$ cat config.mk
export PLATFORM = sky130hd
export DESIGN_NAME = vli_dc_pred_decoder
export DESIGN_NICKNAME = d
export VERILOG_FILES = /design/src/rtl/vli_dc_pred_decoder_pkg.sv /design/src/rtl/vli_dc_pred_decoder_extend.sv /design/src/rtl/vli_dc_pred_decoder.sv
export SDC_FILE = /design/constraint.sdc
export NUM_CORES = 1
export LEC_CHECK = 0
export ABC_AREA = 1
export ABC_CLOCK_PERIOD_IN_PS = 3660
export BUFFER_PORTS_ARGS = -buffer_cell sky130_fd_sc_hd__buf_2
export CAP_MARGIN = 20
export CORE_AREA = 2 2 109 132
export CTS_CLUSTER_DIAMETER = 60
export DETAILED_ROUTE_END_ITERATION = 6
export DIE_AREA = 0 0 111 134
export SETUP_SLACK_MARGIN = 0.15
export SYNTH_ARGS = -nofsm -noshare
export SYNTH_HDL_FRONTEND = slang
export SYNTH_SLANG_ARGS = --single-unit
$ cat constraint.sdc
create_clock -name clk -period 3.66 [get_ports clk]
set_input_delay 0.183 -clock clk [delete_from_list [all_inputs] [get_ports clk]]
set_output_delay 0.183 -clock clk [all_outputs]
set_load 0.02 [all_outputs]
$ cat src/rtl/vli_dc_pred_decoder_pkg.sv
// Shared defaults and item types for the streaming VLI decode / DC prediction block.
package vli_dc_pred_decoder_pkg;

  localparam int VLI_MAX_SIZE = 11;
  localparam int VLI_COEFF_W  = 12;
  localparam int VLI_NUM_COMP = 3;
  localparam int VLI_SIZE_W   = 4;

  typedef logic signed [VLI_COEFF_W-1:0] coeff_t;

  typedef struct packed {
    logic [VLI_SIZE_W-1:0]   size;
    logic [VLI_MAX_SIZE-1:0] symbol;
    logic                    is_dc;
    logic [1:0]              comp;
  } vli_item_t;

  function automatic int comp_width(input int n);
    return (n > 1) ? $clog2(n) : 1;
  endfunction

endpackage

$ cat src/rtl/vli_dc_pred_decoder_extend.sv
// Combinational JPEG VLI mask + sign-extension of a (size, magnitude-bits) pair.
module vli_dc_pred_decoder_extend #(
  parameter int MAX_SIZE = 11,
  parameter int COEFF_W  = 12,
  parameter int SIZE_W   = 4
) (
  input  logic [SIZE_W-1:0]   i_size,
  input  logic [MAX_SIZE-1:0] i_symbol,
  output logic [COEFF_W-1:0]  o_value
);

  localparam logic signed [COEFF_W-1:0] ONE = 1;

  logic [MAX_SIZE-1:0]       w_masked;
  logic                      w_msb;
  logic signed [COEFF_W-1:0] w_mag;
  logic signed [COEFF_W-1:0] w_off;

  // Bits at or above the size are dropped; the top surviving bit selects the sign.
  always_comb begin
    w_masked = '0;
    w_msb    = 1'b0;
    for (int i = 0; i < MAX_SIZE; i++) begin
      if (i < int'(i_size))
        w_masked[i] = i_symbol[i];
      if (i + 1 == int'(i_size))
        w_msb = i_symbol[i];
    end
  end

  assign w_mag   = COEFF_W'(w_masked);
  assign w_off   = (ONE <<< i_size) - ONE;
  assign o_value = (i_size == '0) ? '0 : (w_msb ? w_mag : w_mag - w_off);

endmodule

$ cat src/rtl/vli_dc_pred_decoder.sv
// Two-stage streaming VLI decoder: stage 1 sign-extends, stage 2 applies the
// per-component DC predictor. Valid/ready on both sides, one item per cycle.
module vli_dc_pred_decoder
  import vli_dc_pred_decoder_pkg::*;
#(
  parameter int MAX_SIZE = VLI_MAX_SIZE,
  parameter int COEFF_W  = VLI_COEFF_W,
  parameter int NUM_COMP = VLI_NUM_COMP,
  parameter int COMP_W   = comp_width(NUM_COMP)
) (
  input  logic                  clk,
  input  logic                  reset,
  input  logic                  restart,
  input  logic                  in_valid,
  output logic                  in_ready,
  input  logic [VLI_SIZE_W-1:0] in_size,
  input  logic [MAX_SIZE-1:0]   in_symbol,
  input  logic                  in_is_dc,
  input  logic [COMP_W-1:0]     in_comp,
  output logic                  out_valid,
  input  logic                  out_ready,
  output logic [COEFF_W-1:0]    out_value,
  output logic                  out_is_dc,
  output logic [COMP_W-1:0]     out_comp,
  output logic                  err
);

  localparam logic [VLI_SIZE_W-1:0] MAX_SIZE_L = VLI_SIZE_W'(MAX_SIZE);
  localparam logic [COMP_W:0]       NUM_COMP_L = (COMP_W+1)'(NUM_COMP);

  logic                      r_vld_p1, r_is_dc_p1, r_ill_p1;
  logic [COMP_W-1:0]         r_comp_p1;
  logic signed [COEFF_W-1:0] r_diff_p1;
  logic                      r_vld_p2, r_is_dc_p2;
  logic [COMP_W-1:0]         r_comp_p2;
  logic signed [COEFF_W-1:0] r_val_p2;
  logic signed [COEFF_W-1:0] r_pred [NUM_COMP];
  logic                      r_err;

  logic [COEFF_W-1:0]        w_ext;
  logic                      w_illegal, w_adv_p1, w_accept, w_move_p1, w_dc_upd;
  logic signed [COEFF_W-1:0] w_base_p2, w_sum_p2;

  vli_dc_pred_decoder_extend #(
    .MAX_SIZE (MAX_SIZE),
    .COEFF_W  (COEFF_W),
    .SIZE_W   (VLI_SIZE_W)
  ) u_extend (
    .i_size   (in_size),
    .i_symbol (in_symbol),
    .o_value  (w_ext)
  );

  assign w_illegal = (in_size > MAX_SIZE_L) || ({1'b0, in_comp} >= NUM_COMP_L);
  assign w_adv_p1  = !r_vld_p2 || out_ready;
  assign in_ready  = !r_vld_p1 || w_adv_p1;
  assign w_accept  = in_valid && in_ready;
  assign w_move_p1 = r_vld_p1 && w_adv_p1;

  // restart takes effect before the predictor read of an item moving into stage 2.
  assign w_base_p2 = restart ? '0 : r_pred[r_comp_p1];
  assign w_sum_p2  = w_base_p2 + r_diff_p1;
  assign w_dc_upd  = w_move_p1 && r_is_dc_p1 && !r_ill_p1;

  // Stage 1: registered VLI decode
  always_ff @(posedge clk or negedge reset) begin
    if (!reset) begin
      r_vld_p1   <= 1'b0;
      r_is_dc_p1 <= 1'b0;
      r_ill_p1   <= 1'b0;
      r_comp_p1  <= '0;
      r_diff_p1  <= '0;
    end else if (in_ready) begin
      r_vld_p1 <= in_valid;
      if (in_valid) begin
        r_is_dc_p1 <= in_is_dc;
        r_ill_p1   <= w_illegal;
        r_comp_p1  <= in_comp;
        r_diff_p1  <= w_illegal ? '0 : signed'(w_ext);
      end
    end
  end

  // Stage 2: DC prediction and output register
  always_ff @(posedge clk or negedge reset) begin
    if (!reset) begin
      r_vld_p2   <= 1'b0;
      r_is_dc_p2 <= 1'b0;
      r_comp_p2  <= '0;
      r_val_p2   <= '0;
    end else if (w_move_p1) begin
      r_vld_p2   <= 1'b1;
      r_is_dc_p2 <= r_is_dc_p1;
      r_comp_p2  <= r_comp_p1;
      r_val_p2   <= w_dc_upd ? w_sum_p2 : r_diff_p1;
    end else if (out_ready) begin
      r_vld_p2 <= 1'b0;
    end
  end

  always_ff @(posedge clk or negedge reset) begin
    if (!reset) begin
      for (int c = 0; c < NUM_COMP; c++)
        r_pred[c] <= '0;
    end else begin
      if (restart)
        for (int c = 0; c < NUM_COMP; c++)
          r_pred[c] <= '0;
      if (w_dc_upd)
        r_pred[r_comp_p1] <= w_sum_p2;
    end
  end

  // A fresh illegal item on the restart edge still leaves err flagged.
  always_ff @(posedge clk or negedge reset) begin
    if (!reset) begin
      r_err <= 1'b0;
    end else begin
      if (restart)
        r_err <= 1'b0;
      if (w_accept && w_illegal)
        r_err <= 1'b1;
    end
  end

  assign out_valid = r_vld_p2;
  assign out_value = r_val_p2;
  assign out_is_dc = r_is_dc_p2;
  assign out_comp  = r_comp_p2;
  assign err       = r_err;

endmodule

Word level (Yosys, flattened, before mapping)
Index checks and enable logic that the tools add are counted.
- bits in writable memories: 0
- register bits after elaboration: 70
- input bits: 23
- bits in latches: 0
- ROM bits: 0
- memories kept: 0
- output and inout port bits: 18
- reductions and logical operators: 16
- div/mod/pow operators: 0
- muxes and demuxes: 39
- bitwise logic cells: 1
- multipliers: 0
- shifts and indexed selects: 1
- add/sub/neg operators: 3
- equality and inequality tests: 11
- $lt $le $gt $ge: 15
- operators by type and width (kind ; count):
    2-to-1 mux 12 bit ; 8
    2-to-1 mux 36 bit ; 2
    bitwise mux 36 bit ; 1
    == test 4 bit, first input constant ; 8
    2-to-1 mux 1 bit ; 26
    binary-select mux 12 bit (select 2 bit) ; 1
    demux 12 bit (select 2 bit) ; 1
    less-than comparator 3 x 4 -> 1 bit, first input constant ; 4
    adder 12 bit ; 1
    less-than comparator 4 bit, first input constant ; 3
    <<< shifter 2 x 4 -> 12 bit, first input constant ; 1
    subtractor 11 x 12 -> 12 bit ; 1
    subtractor 12 x 2 -> 12 bit, second input constant ; 1
    == test 3 x 4 -> 1 bit, first input constant ; 2
    less-than comparator 1 x 4 -> 1 bit, first input constant ; 2
    less-than comparator 2 x 4 -> 1 bit, first input constant ; 2
    logical AND 1 bit ; 6
    == test 2 x 4 -> 1 bit, first input constant ; 1
    greater-than comparator 4 bit, second input constant ; 1
    zero test 4 bit ; 1
    nonzero test 2 bit ; 2
    >= comparator 3 bit, second input constant ; 1
    zero test 1 bit ; 3
    logical OR 1 bit ; 3
    other kinds (4) ; 4

Depth between registers and ports, before layout
- word-level depth: 15
- depth in mapped cells: 19
- depth with buffers taken out: 18

Cells and area by module
Synthesis repeated with hierarchy kept, for this count alone.
- cells, all modules: 706
- area, all modules: 5003.5 um^2
- modules (own cells, without submodules) (module ; seq. area each (um^2) ; area an instance (um^2) ; times used ; cells each):
    vli_dc_pred_decoder ; 1751.7 ; 3816.2 ; 1 ; 494
    vli_dc_pred_decoder_extend ; 0.0 ; 1187.4 ; 1 ; 212

Least setup slack after synthesis
No wires, ideal clock.
- kind: register to register
- start: register r_comp_p1[0]
- end: register r_val_p2[8], in the netlist out_value[8]
- setup time: 0.118 ns
- setup slack: 1.002 ns
- arrival time: 2.540 ns
- cell stages (with the launch flop): 17
- clock period less this slack: 2.658 ns
- data required time: 3.542 ns
- cells stage by stage: dfrtp_1 > inv_1 > nand2_1 > buf_1 > o221ai_1 > nand2_1 > inv_1 > ha_1 > fa_1 > nand3_1 > nand3_1 > nand2_1 > nand2_1 > or2_2 > a21oi_1 > a2bb2oi_1 > inv_1
- longest elaborated chain between the ends: 7
- RTL lines (element ; line ; source):
    from (decl) ; vli_dc_pred_decoder.sv:32 ; logic [COMP_W-1:0] r_comp_p1;
    from (signal assigned) ; vli_dc_pred_decoder.sv:78 ; r_comp_p1 <= in_comp;
    NOT 2 -> 3 bit (not written as such) ; vli_dc_pred_decoder.sv:61 ; assign w_base_p2 = restart ? '0 : r_pred[r_comp_p1];
    binary-select mux 12 bit (select 2 bit) ; vli_dc_pred_decoder.sv:61 ;
    2-to-1 mux 12 bit (not written as such) (2 in series) ; vli_dc_pred_decoder.sv:61 ;
    2-to-1 mux 12 bit ; vli_dc_pred_decoder.sv:61 ;
    adder 12 bit ; vli_dc_pred_decoder.sv:62 ; assign w_sum_p2 = w_base_p2 + r_diff_p1;
    2-to-1 mux 12 bit ; vli_dc_pred_decoder.sv:95 ; r_val_p2 <= w_dc_upd ? w_sum_p2 : r_diff_p1;
    to (signal assigned) ; vli_dc_pred_decoder.sv:95 ;
    to (decl) ; vli_dc_pred_decoder.sv:36 ; logic signed [COEFF_W-1:0] r_val_p2;
No other way between the ends. The select of a mux whose other input is x is not followed.
A chain may end at the register's enable or synchronous reset.

Worst setup path in the final report
- start: register r_comp_p1[0]
- end: register r_val_p2[7], in the netlist out_value[7]
The elaborated chain is that of the path after synthesis.

==> results.md <==
Timing:
- The post-route setup TNS is 0 ns.
- The setup violation total in the final timing report is 0.
- Across the routed clock network, the largest skew measured is 0.00397 ns.
- The worst path in the final design needs a cycle of 2.91 ns, including I/O delays and setup.
- Measured against its own limit, the worst slew margin works out to 0.498.
- Timing would allow up to 343 MHz.
- The total count of hold-check failures in the final report came to 0.
- Setup slack on the critical path of the routed design comes to 0.748 ns.
- In the finished design, the share of the clock period the worst path needs comes to 0.796.
- The max-slew violation count is 0.
- The pin slew with the least headroom to its limit is 0.752 ns.
- Setup repair after global routing left no endpoint under its margin.

CTS:
- In this run, post-CTS repair resized a total of 0 instances.
- TritonCTS built the clock tree.
- The number of clock buffers added by TritonCTS is 9.
- The clock-pin slew on the worst setup and hold paths is 0.05 ns.
- No sink is reached through more buffers than the 2 on the longest clock path.
- In this run the number of H-tree levels came out at 3.
- The source-to-sink clock delay at the later pin of the worst-skew pair is 0.33 ns.
- The count of clock tree sinks is 70.
- The library cell used as clock root buffer is sky130_fd_sc_hd__clkbuf_16.

Synthesis:
- The synthesized design contains 0 enable-type register cells.
- The warning count from the yosys run is 0.
- The number of different library cells used by synthesis comes to 38.
- For this run, the register share of the synthesized area comes to 0.376.
- Of the post-synthesis cell area, the dominant cell type holds 0.376.
- The most instantiated flip-flop cell in the synthesis netlist is sky130_fd_sc_hd__dfrtp_1.
- The most common cell in the netlist is sky130_fd_sc_hd__nand2_1.
- The synthesized cell area is 0.00465 mm².
- The cell type contributing the most total cell area after synthesis is sky130_fd_sc_hd__dfrtp_1.
- The proportion of synthesized flip-flops having asynchronous set or reset is 1.00.
- In the post-synthesis netlist, the biggest area contributors are sky130_fd_sc_hd__dfrtp_1 38%, sky130_fd_sc_hd__nand2_1 14%, sky130_fd_sc_hd__ha_1 8.3%.
- The flop and latch count out of synthesis is 70.
- The number of nets in the synthesized netlist is 686.
- In the synthesized netlist, the number of instances is 630.
- The synthesized area divided by synthesized cell count is 7.39 µm².
- Ranked by instance count, the synthesized netlist is headed by 168 x sky130_fd_sc_hd__nand2_1, 87 x sky130_fd_sc_hd__inv_1, 70 x sky130_fd_sc_hd__dfrtp_1, 48 x sky130_fd_sc_hd__nand3_1, 41 x sky130_fd_sc_hd__nor2_1.

Pwr:
- The share of total power dissipated in the clock network is 0.310.
- The maximum ir drop on the vdd rail is 239 µV.
- Power spread over the standard cell area amounts to 475 mW/mm².
- For this design the total switching power over the nets is 0.883 mW.
- The part of the power in registers is 0.387.
- Internal power comes to 1.63 mW.
- Summing internal, switching and leakage power gives 2.51 mW.
- The proportion of total power due to net switching is 0.352.
- The static leakage power is 2.75 nW.
- Of the total power, combinational logic draws 0.303.

Critical path:
- The class of the most critical setup path is reg2reg.
- The worst setup path is launched from a register.
- For the worst setup path, the data arrival time is 3.13 ns.
- The nature of the critical path endpoint is a register.
- In this run the worst path has a maximum fanout of 13.
- The required time of the worst setup path is 3.88 ns.

Outcome:
- The run finished with clean final reports.

Final layout:
- In the final layout, the share of cells above drive strength 1 is 0.115.
- From synthesis to final layout, the design area changed by 13.5%.
- The number of inserted diodes is 0.
- The multi-input combinational cells in the finished layout cover a total of 0.00244 mm².
- After the last flow step, the layout net total stands at 724.
- The sequential cells in the finished layout cover a total of 0.00175 mm².
- The total of fill cells in the finished design is 1,409.

Routing:
- The total detailed-routing wirelength is 12,000 µm.
- The remaining antenna violation count after routing is 0.
- After detailed routing, the number of vias per cell comes to 5.12.
- The first detailed-routing pass took 5 iterations.
- The residual DRC count is 0.
- Dividing the detail-routed wire length by the instance count gives 14.2 µm.
- The detailed router placed 4,303 vias in this run.
- The first routing iteration left 222 violations.

Placement:
- At the placement stage, the worst setup path has a slack of 0.534 ns.
- In this run the tool buffered the top-level ports with 40 buffer cells.
- Detailed placement finished with a half-perimeter wire length of 9290 µm.
- At the end of routability-driven placement, the weighted congestion stood at 0.958.

Hold path:
- The type of the worst min-delay path is in2reg.

Floorplanning:
- The starting utilization of the core area is 0.343.
- The overall die area is 0.0149 mm².
- The placeable core region is 0.0136 mm².
- The floorplan has 47 rows.
- The die outline width is 111 µm.
- 41 I/O pins were placed.
- The die outline height is 134 µm.

Global routing:
- The total routing usage reported by global routing is 0.169.
- The maximum number of pins on one net before global-route repair is 38.
- The total congestion overflow after global routing is 0.
- The number of global-route vias before repair is 4,361.
- The first global-routing pass estimated 20,600 µm of wire.
- The initial antenna violation count came to 0.

Flow run:
- Across the run, the number of max-cap violations was 0.
==> cells in the final DEF (no fill, tap or decap), types with 18 or more instances in the layout <==
master and instances:
sky130_fd_sc_hd__a21oi_1 19, sky130_fd_sc_hd__o21ai_0 30, sky130_fd_sc_hd__nand4_1 18, sky130_fd_sc_hd__buf_2 40
sky130_fd_sc_hd__ha_1 31, sky130_fd_sc_hd__inv_1 87, sky130_fd_sc_hd__dfrtp_1 70, sky130_fd_sc_hd__o22ai_1 19
sky130_fd_sc_hd__nand3_1 48, sky130_fd_sc_hd__nor2_1 41, sky130_fd_sc_hd__nand2_1 168
==> layer usage <==
| metal | vias to the layer above | share of wire | GRT usage |
|---|---|---|---|
| met5 | - | 0 | 0 |
| met4 | 0 | 0.032 | 0.0701 |
| met3 | 36 | 0.037 | 0.0294 |
| met2 | 123 | 0.50 | 0.298 |
| met1 | 2009 | 0.43 | 0.204 |
| li1 | 2135 | - | - |
==> layout make-up <==
class,instances,share of cell area
multi-input combinational,441,0.461
tap,171,0.0405
inverter,101,0.0717
sequential,70,0.331
clock buffer,11,0.0478
timing repair buffer,45,0.0455
clock inverter,2,0.00189
==> worst paths after layout <==
kind	from	to	slack (ns)	depth (start not counted)
max	r_comp_p1[0]	out_value[7]	0.75	14
min	in_is_dc	r_is_dc_p1	0.05	3
max reg2reg	r_comp_p1[0]	out_value[7]	0.75	14
min reg2reg	out_comp[0]	out_comp[0]	0.48	2
max in group asynchronous	reset	out_value[7]	2.23	3
min in group asynchronous	reset	r_pred[1]	0.46	2
==> registers in the layout, summed over array words and instances, names as in the netlist, 2 cells and up <==
signal and count:
r_pred 36, out_comp 2, r_comp_p1 2, out_value 12, r_diff_p1 12
==> power groups by stage <==
stage          Sequential [mW]  Combinational (mW)  Clock [mW]
2_1_floorplan             1.04               0.456           0
3_3_place_gp             0.983               0.750           0
3_5_place_dp             0.985               0.760           0
4_1_cts                  0.972               0.765       0.799
5_1_grt                  0.985               0.855       0.830
6_report                 0.970               0.761       0.778
==> worst max-delay path, cell delays in order (launching register included) <==
cell                       delay (ns)
sky130_fd_sc_hd__dfrtp_1         0.40
sky130_fd_sc_hd__inv_1           0.07
sky130_fd_sc_hd__nand2_1         0.30
sky130_fd_sc_hd__o221ai_1        0.29
sky130_fd_sc_hd__nand2_1         0.09
sky130_fd_sc_hd__inv_1           0.08
sky130_fd_sc_hd__ha_1            0.27
sky130_fd_sc_hd__inv_1           0.10
sky130_fd_sc_hd__o21ai_0         0.09
sky130_fd_sc_hd__a21oi_1         0.19
sky130_fd_sc_hd__nand2_1         0.11
sky130_fd_sc_hd__xnor2_1         0.37
sky130_fd_sc_hd__o21ai_0         0.21
sky130_fd_sc_hd__mux2i_1         0.16
sky130_fd_sc_hd__inv_1           0.05
==> kinds of logic after synthesis <==
| group | after synthesis | share of synthesized area |
|---|---|---|
| simple gates | 290 | 0.267 |
| mux | 1 | 0.00215 |
| xor+xnor | 19 | 0.0358 |
| buf+inv | 119 | 0.100 |
| compound gates | 98 | 0.127 |
| fa+ha+maj | 33 | 0.0919 |
| flops | 70 | 0.376 |
==> repair_timing <==
action,CTS,global route
hold buffers,1,0
buffers inserted,0,0
hold endpoints to repair,33,0
==> stage by stage <==
step,cells,utilization,hold WS (ns),cell area [µm²]
6_report,841,0.389,0.0550,5290
5_1_grt,841,0.389,0.0578,5290
4_1_cts,841,0.389,0.0443,5290
3_5_place_dp,827,0.369,0.290,5010
3_3_place_gp,827,0.369,0.292,5010
2_1_floorplan,630,-,-0.113,4650
Note: power is estimated with default switching activity, not from simulation.
